<file path="src/rtl/rgb_led_arbiter.sv">
// rgb_led_arbiter: fixed-priority owner of the board RGB LED, with minimum hold, per-tick fade and 8-bit PWM
// Ports:
//   CLK_10MHz, RST (async, active-high)
//   req[2:0]          request lines, req[0] highest priority
//   color0..2[23:0]   requester colours {R,G,B}
//   grant[2:0]        one-hot owner, 0 when idle
//   cur_r/g/b[7:0]    displayed channel amounts
//   settled           displayed colour equals target
//   rgb_r/g/b_pwm     PWM drive for the SB_RGBA_DRV inputs
module rgb_led_arbiter #(
  parameter int PWM_DIV  = 99,
  parameter int FADE_DIV = 19999,
  parameter int MIN_HOLD = 250
) (
  input  logic        CLK_10MHz,
  input  logic        RST,
  input  logic [2:0]  req,
  input  logic [23:0] color0,
  input  logic [23:0] color1,
  input  logic [23:0] color2,
  output logic [2:0]  grant,
  output logic [7:0]  cur_r,
  output logic [7:0]  cur_g,
  output logic [7:0]  cur_b,
  output logic        settled,
  output logic        rgb_r_pwm,
  output logic        rgb_g_pwm,
  output logic        rgb_b_pwm
);
  localparam int PW = PWM_DIV > 0 ? $clog2(PWM_DIV + 1) : 1;
  localparam int FW = FADE_DIV > 0 ? $clog2(FADE_DIV + 1) : 1;
  localparam int HW = MIN_HOLD > 0 ? $clog2(MIN_HOLD + 1) : 1;
  typedef enum logic {IDLE, ACTIVE} state_t;
  state_t state, state_nxt;
  logic [PW-1:0] pwm_div_cnt;
  logic [FW-1:0] fade_div_cnt;
  logic [HW-1:0] hold_cnt, hold_nxt;
  logic [7:0] pwm_cnt;
  logic [2:0] grant_nxt, hi, lo;
  logic [23:0] target;
  logic pwm_tick, fade_tick;
  function automatic logic [2:0] pick(input logic [2:0] r);
    return r[0] ? 3'b001 : r[1] ? 3'b010 : r[2] ? 3'b100 : 3'b000;
  endfunction
  function automatic logic [7:0] step(input logic [7:0] c, input logic [7:0] t);
    return c < t ? c + 8'd1 : c > t ? c - 8'd1 : c;
  endfunction
  assign pwm_tick  = pwm_div_cnt == PW'(PWM_DIV);
  assign fade_tick = fade_div_cnt == FW'(FADE_DIV);
  assign target  = grant[0] ? color0 : grant[1] ? color1 : grant[2] ? color2 : 24'h0;
  assign settled = {cur_r, cur_g, cur_b} == target;
  // requests that may preempt the owner, and those that may inherit once its hold expires
  assign hi = grant[2] ? req & 3'b011 : grant[1] ? req & 3'b001 : 3'b000;
  assign lo = grant[0] ? req & 3'b110 : grant[1] ? req & 3'b100 : 3'b000;
  always_comb begin
    state_nxt = state;
    grant_nxt = grant;
    hold_nxt  = hold_cnt;
    if (state == IDLE) begin
      if (|req) begin
        state_nxt = ACTIVE;
        grant_nxt = pick(req);
        hold_nxt  = HW'(MIN_HOLD);
      end
    end else if (|hi) begin
      grant_nxt = pick(hi);
      hold_nxt  = HW'(MIN_HOLD);
    end else if (|(req & grant)) begin
      hold_nxt = HW'(MIN_HOLD);
    end else if (hold_cnt == '0) begin
      if (|lo) begin
        grant_nxt = pick(lo);
        hold_nxt  = HW'(MIN_HOLD);
      end else begin
        state_nxt = IDLE;
        grant_nxt = 3'b000;
      end
    end else if (fade_tick) begin
      hold_nxt = hold_cnt - 1'b1;
    end
  end
  always_ff @(posedge CLK_10MHz or posedge RST) begin
    if (RST) begin
      state    <= IDLE;
      grant    <= 3'b000;
      hold_cnt <= '0;
    end else begin
      state    <= state_nxt;
      grant    <= grant_nxt;
      hold_cnt <= hold_nxt;
    end
  end
  always_ff @(posedge CLK_10MHz or posedge RST) begin
    if (RST) begin
      pwm_div_cnt  <= '0;
      fade_div_cnt <= '0;
      pwm_cnt      <= '0;
      cur_r        <= '0;
      cur_g        <= '0;
      cur_b        <= '0;
      rgb_r_pwm    <= 1'b0;
      rgb_g_pwm    <= 1'b0;
      rgb_b_pwm    <= 1'b0;
    end else begin
      pwm_div_cnt  <= pwm_tick ? '0 : pwm_div_cnt + 1'b1;
      fade_div_cnt <= fade_tick ? '0 : fade_div_cnt + 1'b1;
      if (pwm_tick) begin
        pwm_cnt   <= pwm_cnt + 8'd1;
        rgb_r_pwm <= pwm_cnt < cur_r;
        rgb_g_pwm <= pwm_cnt < cur_g;
        rgb_b_pwm <= pwm_cnt < cur_b;
      end
      if (fade_tick) begin
        cur_r <= step(cur_r, target[23:16]);
        cur_g <= step(cur_g, target[15:8]);
        cur_b <= step(cur_b, target[7:0]);
      end
    end
  end
endmodule

</file>
<file path="config.mk">
export PLATFORM = sky130hd
export DESIGN_NAME = rgb_led_arbiter
export DESIGN_NICKNAME = d
export VERILOG_FILES = /design/src/rtl/rgb_led_arbiter.sv
export SDC_FILE = /design/constraint.sdc
export NUM_CORES = 1
export LEC_CHECK = 0
export BUFFER_PORTS_ARGS = -buffer_cell sky130_fd_sc_hd__buf_2
export CORE_ASPECT_RATIO = 1.1
export CORE_MARGIN = 2
export CORE_UTILIZATION = 51
export CTS_CLUSTER_DIAMETER = 50
export DETAILED_ROUTE_END_ITERATION = 8
export MAX_ROUTING_LAYER = met4
export PLACE_DENSITY = 0.84
export SKIP_CTS_REPAIR_TIMING = 1
export SYNTH_ARGS = -nofsm -noshare
export SYNTH_HDL_FRONTEND = slang
export SYNTH_SLANG_ARGS = --single-unit
</file>
<file path="constraint.sdc">
create_clock -name CLK_10MHz -period 3.7 [get_ports CLK_10MHz]
set_clock_uncertainty 0.1 [all_clocks]
set_input_delay 0.555 -clock CLK_10MHz [delete_from_list [all_inputs] [get_ports CLK_10MHz]]
set_output_delay 0.555 -clock CLK_10MHz [all_outputs]
set_load 0.02 [all_outputs]
</file>
==> results of run 1 <==
-- how the worst max path moves through the flow --
stage	end	slack, ps
CTS	cur_b[7]	20
global placement	cur_b[6]	160
global route	cur_r[6]	-240
detailed placement	cur_b[7]	30
finish	cur_r[7]	-10
floorplan	cur_r[6]	-7
-- flip-flops by register name (all words and copies together) (netlist names), 3 cells and up --
signal,flops
fade_div_cnt,15
cur_b,8
cur_g,8
cur_r,8
hold_cnt,8
pwm_cnt,8
pwm_div_cnt,7
grant,3
-- routing by layer --
layer	wire (um)	track usage
met1	6314	0.3245
met2	8313	0.4719
met3	998	0.04224
met4	614	0.1135
met5	0	-
-- kinds of logic after synthesis --
logic type / after synthesis
and+or+nand+nor: 178
buffers and inverters: 57
DFF: 69
xor gates and xnor gates: 44
adders and majority gates: 73
AOI/OAI and AO/OA: 163
muxes: 16
-- worst max-delay path: stages (launching register included) --
cell and delay (ps):
dfrtp_1 380, nor2b_4 140, buf_12 140, a22oi_1 160, nor2_1 60, a21oi_1 130, ha_1 270, and3_1 230
o21ai_0 100, a21oi_1 80, a211oi_2 250, inv_2 130, buf_4 180, ha_4 290, a21o_1 170, nand3_1 110
and3b_1 190, and3_1 160, mux2i_1 190, xnor2_1 160
-- power groups by stage --
stage               registers [mW]  clock network (mW)  logic, mW
global placement             0.808                   0       1.69
floorplan                    0.825                   0       1.36
detailed placement           0.809                   0       1.80
finish                       0.800               0.935       2.44
global route                 0.802               0.968       2.62
CTS                          0.796               0.931       1.86
-- stage by stage --
step	setup TNS [ps]	utilization
after detailed placement	0	0.5981
after CTS	0	0.6288
after global routing	-825.6	0.6633
after global placement	0	0.5981
final	-39.64	0.6633
after floorplan	-7.317	-
-- placed cells by master (no fill, tap or decap), types with 18 or more instances in the layout --
cell,n
a21o_1,18
a21oi_1,56
a22oi_1,20
buf_2,107
buf_4,22
dfrtp_1,67
ha_1,56
inv_1,37
nand2_1,38
nand3_1,30
nor2_1,54
o21ai_0,26
xnor2_1,32
-- final cells by class --
cell class / count / area share
multi-input combinational: 474 / 0.5374
clock buffer: 11 / 0.03554
tap: 143 / 0.02620
sequential: 69 / 0.2532
timing repair buffer: 135 / 0.1156
inverter: 39 / 0.02144
clock inverter: 4 / 0.01063
==> flow_summary.yaml, run 1 <==
sta:
  setup_viol: 3
  drv_slew: 0
  rsz0062_at_grt: "true"
  hold_viol: 0
  tightest_slew_ps: 685.3
  slew_headroom: 0.5393
  period_needed_ps: 3715
  holdWs_ps: 224.6
  layout_setup_ws_ps: -14.62
  fmax_ghz: 0.2692
  finalCritPeriodShare: 1.004
critical_path:
  critPathArrivalTime_ps: 3870
  r2r_cells: 19
  timing.rr.end: "cur_r[7]"
  crit_start: "grant[2]"
  end_kind: "flop"
  worst_ep_required_time_ps: 3850
  worstSetupStartpointType: "flop"
  regToRegSetupSlack_ps: -10
  critical_path_class: "flop to flop"
  r2r_start: "grant[2]"
  crit_fanout: 8
place:
  dp_cells: 848
  place_congestion: 0.9740
  placed_area_um2: 6158
  pre_cts_ws_ps: 31.52
  hpwl_um: 10800
  portBuffers: 107
layout:
  fin_cells: 875
  fin_area_um2: 6829
  nNetsFinal: 878
  fillCellCount: 778
  insertedDiodeCount: 0
  multi_input_area_um2: 3670
  seqCellArea_um2: 1729
  syn_to_final_growth_pct: 27.94
  drive_above_1_share: 0.2869
logic_synthesis:
  synthTopCellsByCount: "ha_1, dfrtp_1, a21oi_1"
  ys_ff_latch: 69
  synth_compound_area_frac: 0.1903
  yosysUniqueCellTypes: 50
  synth_top_area_cell: "dfrtp_1"
  synth.area.top_cells: "dfrtp_1, ha_1, a21oi_1"
  postSynthAreaPerCell_um2: 8.896
  synth_cells: 600
  yosys.area_share.adder: 0.1753
  yosysWarnings: 0
  synth-edff-count: 0
  synth_top_family_by_area: "compound AO/OA/AOI/OAI gates"
  syn_nets: 750
  synth-async-reset-ratio: 1.000
  seq_area_frac_synth: 0.3235
  synth-xor-area-share: 0.07220
  synthMuxAreaShare: 0.03165
  yosys.area_share.simple: 0.1664
  yosysMostFrequentCell: "ha_1"
  synth_ff_type: "dfrtp_1"
  yosys.area.top_type_share: 0.3235
  syn_area_um2: 5338
global_routing:
  grt_pass1_vias: 5285
  grt_pass1_wl_um: 24410
  grt_start_max_net_pins: 35
  antenna_found_initial: 0
  grt_overflow: 0
  gr-usage-all-layers: 0.2780
route:
  ant_nets: 0
  drc: 0
  wl_um: 16240
  drtIter0Drc: 413
  wire_per_inst_um: 18.56
  vias: 5319
  drt-pass1-iter-count: 7
  viasPerCell: 6.079
clock_tree:
  clk_pin_slew_ps: 60
  cts_tree: "done"
  clockBufferDepth: 2
  clkSinkCount: 69
  htreeDepth: 3
  cts_root_buf: "clkbuf_16"
  clock_latency_ps: 340
  numCtsBuffers: 9
floorplan:
  design.core.area_um2: 10300
  fp-row-count: 39
  dieWidth_um: 101.5
  die_area_um2: 11300
  initial_utilization: 0.5184
  fp.dieH_um: 111.3
  ios: 108
pwr:
  leakage_nw: 3.269
  comb_power_share: 0.584
  intPower_mw: 2.501
  design_power_total_mw: 4.172
  clockPowerShare: 0.224
  power_density_nw_per_um2: 610.9
  seq_power_share: 0.192
  switching_share: 0.4006
  peakVddDrop_mv: 0.3160
  p_switching_mw: 1.671
status:
  outcome: "finished with violations"
  violations: "negative setup slack"
flow_run:
  maxCapViolations: 0
min_path:
  min_path_type: "input port to async pin"
Note: power is estimated with default switching activity, not from simulation.
==> run 2, diff against run 1 <==
CELL_PAD_IN_SITES_DETAIL_PLACEMENT = 2   (was not set)
CELL_PAD_IN_SITES_GLOBAL_PLACEMENT = 2   (was not set)
CORE_UTILIZATION = 30   (was 51)
PLACE_DENSITY = 0.82   (was 0.84)
==> run 2 against run 1 <==
  * Sequential cell count is the same
  * Non-clock buffer count shrank 3
  * Worst hold slack improved by 11 ps
  * First-iteration DRC count shrank 44%
  * The run still ends with negative setup slack left
  * Global-route usage shrank 6.5 points
  * Combinational power shrank 6%
  * Die area is 67% higher
  * Largest cell class unchanged
  * Sequential power hardly changed
  * Critical endpoint unchanged
  * Design area is 0.46% lower
  * Highest routed layer unchanged
  * Count of clock-buffer cells in the layout decreased by 2
  * Critical path depth stayed put
==> flow_summary.yaml, run 2 (synthesis gave the netlist of run 1 again) <==
status:
  outcome: "finished with violations"
  violations: "negative setup slack"
layout:
  drive_above_1_share: 0.2647
  most-common-layout-cells: "buf_2, dfrtp_1, ha_1"
  largest_reg_flops: 15
  insertedDiodeCount: 0
  syn_to_final_growth_pct: 27.36
  top_register: "fade_div_cnt"
  nNetsFinal: 875
  mostFrequentLayoutCell: "buf_2"
  fin_cells: 967
sta:
  fmax_ghz: 0.2554
  tightest_slew_ps: 820.2
  slew_headroom: 0.4486
  finalCritPeriodShare: 1.058
  rsz0062_at_grt: "true"
  hold_viol: 0
  holdWs_ps: 235.5
  drv_slew: 0
  layout_setup_ws_ps: -215.0
  period_needed_ps: 3915
  setup_viol: 3
global_routing:
  grt_start_max_net_pins: 41
  grt_pass1_wl_um: 31310
  grt_pass1_vias: 5815
  gr-usage-all-layers: 0.2132
  antenna_found_initial: 0
  grt_overflow: 0
place:
  portBuffers: 107
  hpwl_um: 14770
  dp_cells: 946
  place_congestion: 0.8941
critical_path:
  regToRegSetupSlack_ps: -220
  worst_ep_required_time_ps: 3820
  worstSetupStartpointType: "flop"
  end_kind: "flop"
  r2r_cells: 19
  crit_fanout: 14
  timing.rr.end: "cur_r[7]"
  critical_path_class: "flop to flop"
  r2r_start: "grant[1]"
  critPathArrivalTime_ps: 4030
route:
  wl_um: 20550
  viasPerCell: 5.433
  drc: 0
  drtIter0Drc: 233
  ant_nets: 0
  drt-pass1-iter-count: 6
  vias: 5254
  wire_per_inst_um: 21.25
clock_tree:
  htreeDepth: 3
  cts_root_buf: "clkbuf_16"
  numCtsBuffers: 9
  clkSinkCount: 69
  cts_tree: "done"
  clock_latency_ps: 340
  clk_pin_slew_ps: 60
  clockBufferDepth: 2
floorplan:
  fp.dieH_um: 143.9
  die_area_um2: 18880
  fp-row-count: 51
  initial_utilization: 0.3042
  ios: 108
  dieWidth_um: 131.2
  design.core.area_um2: 17550
min_path:
  min_path_type: "input port to async pin"
pwr:
  leakage_nw: 3.238
  peakVddDrop_mv: 0.2173
  power_density_nw_per_um2: 592.3
flow_run:
  maxCapViolations: 0
[run 2: changes by cell type in the layout (fill, tap and decap cells not counted), sizes merged]
cell	change
clkinvlp	+1
buf	-3
clkinv	+1
clkbuf	-2
[run 2: layout make-up]
cell class / instances / area [um2]
repair buffers: 132 / 760.7
clock buffers: 9 / 225.2
clock inverters: 6 / 88.84
flip-flops and latches: 69 / 1729
fillers: 1923 / 10750
multi-input cells: 474 / 3550
inverters: 39 / 146.4
well taps: 238 / 297.8
[run 2: how the worst max path moves through the flow]
stage / slack (ps) / startpoint / end
6_report: -220 / grant[1] / cur_r[7]
5_1_grt: -390 / grant[1] / cur_r[7]
4_1_cts: -350 / grant[1] / cur_b[6]
3_5_place_dp: -220 / grant[1] / cur_b[6]
3_3_place_gp: -20 / grant[1] / cur_b[6]
2_1_floorplan: -7 / grant[1] / cur_r[6]
[run 2: where the power goes]
group / internal, mW / switching, mW
registers: 0.778 / 0.0227
clock network: 0.586 / 0.352
logic: 0.996 / 1.29
total: 2.36 / 1.67
[run 2: per-layer routing]
layer	track usage	wire length, um	vias to the layer above	share of wire
li1	-	-	2412	-
met1	0.2517	9019	2683	0.44
met2	0.3825	10350	129	0.50
met3	0.03210	824	30	0.040
met4	0.05549	356	0	0.017
met5	-	0	-	0
[run 2: worst max-delay path, stage by stage, from the launching register on]
cell and delay [ps]:
dfrtp_2 440, nor2b_4 190, buf_12 170, a22oi_1 80, nor2_1 100, a21oi_1 50, ha_1 290, nor2b_1 140
o211ai_1 180, a21oi_1 110, a211oi_2 270, inv_2 150, buf_4 170, ha_1 300, buf_4 160, a21oi_1 160
and3b_1 220, and3_1 220, mux2i_1 130, xnor2_1 150
[run 2: stage by stage]
stage / power, mW / utilization / instance area (um2) / setup slack (ps) / setup TNS [ps]
global placement: 2.639 / 0.3597 / 6312 / -24.98 / -43.03
finish: 4.026 / 0.3874 / 6798 / -215.0 / -468.4
floorplan: 2.180 / - / 5401 / -7.317 / -7.317
global route: 4.288 / 0.3874 / 6798 / -387.0 / -1739
detailed placement: 2.813 / 0.3597 / 6312 / -223.3 / -764.4
CTS: 3.787 / 0.3776 / 6626 / -351.8 / -1281
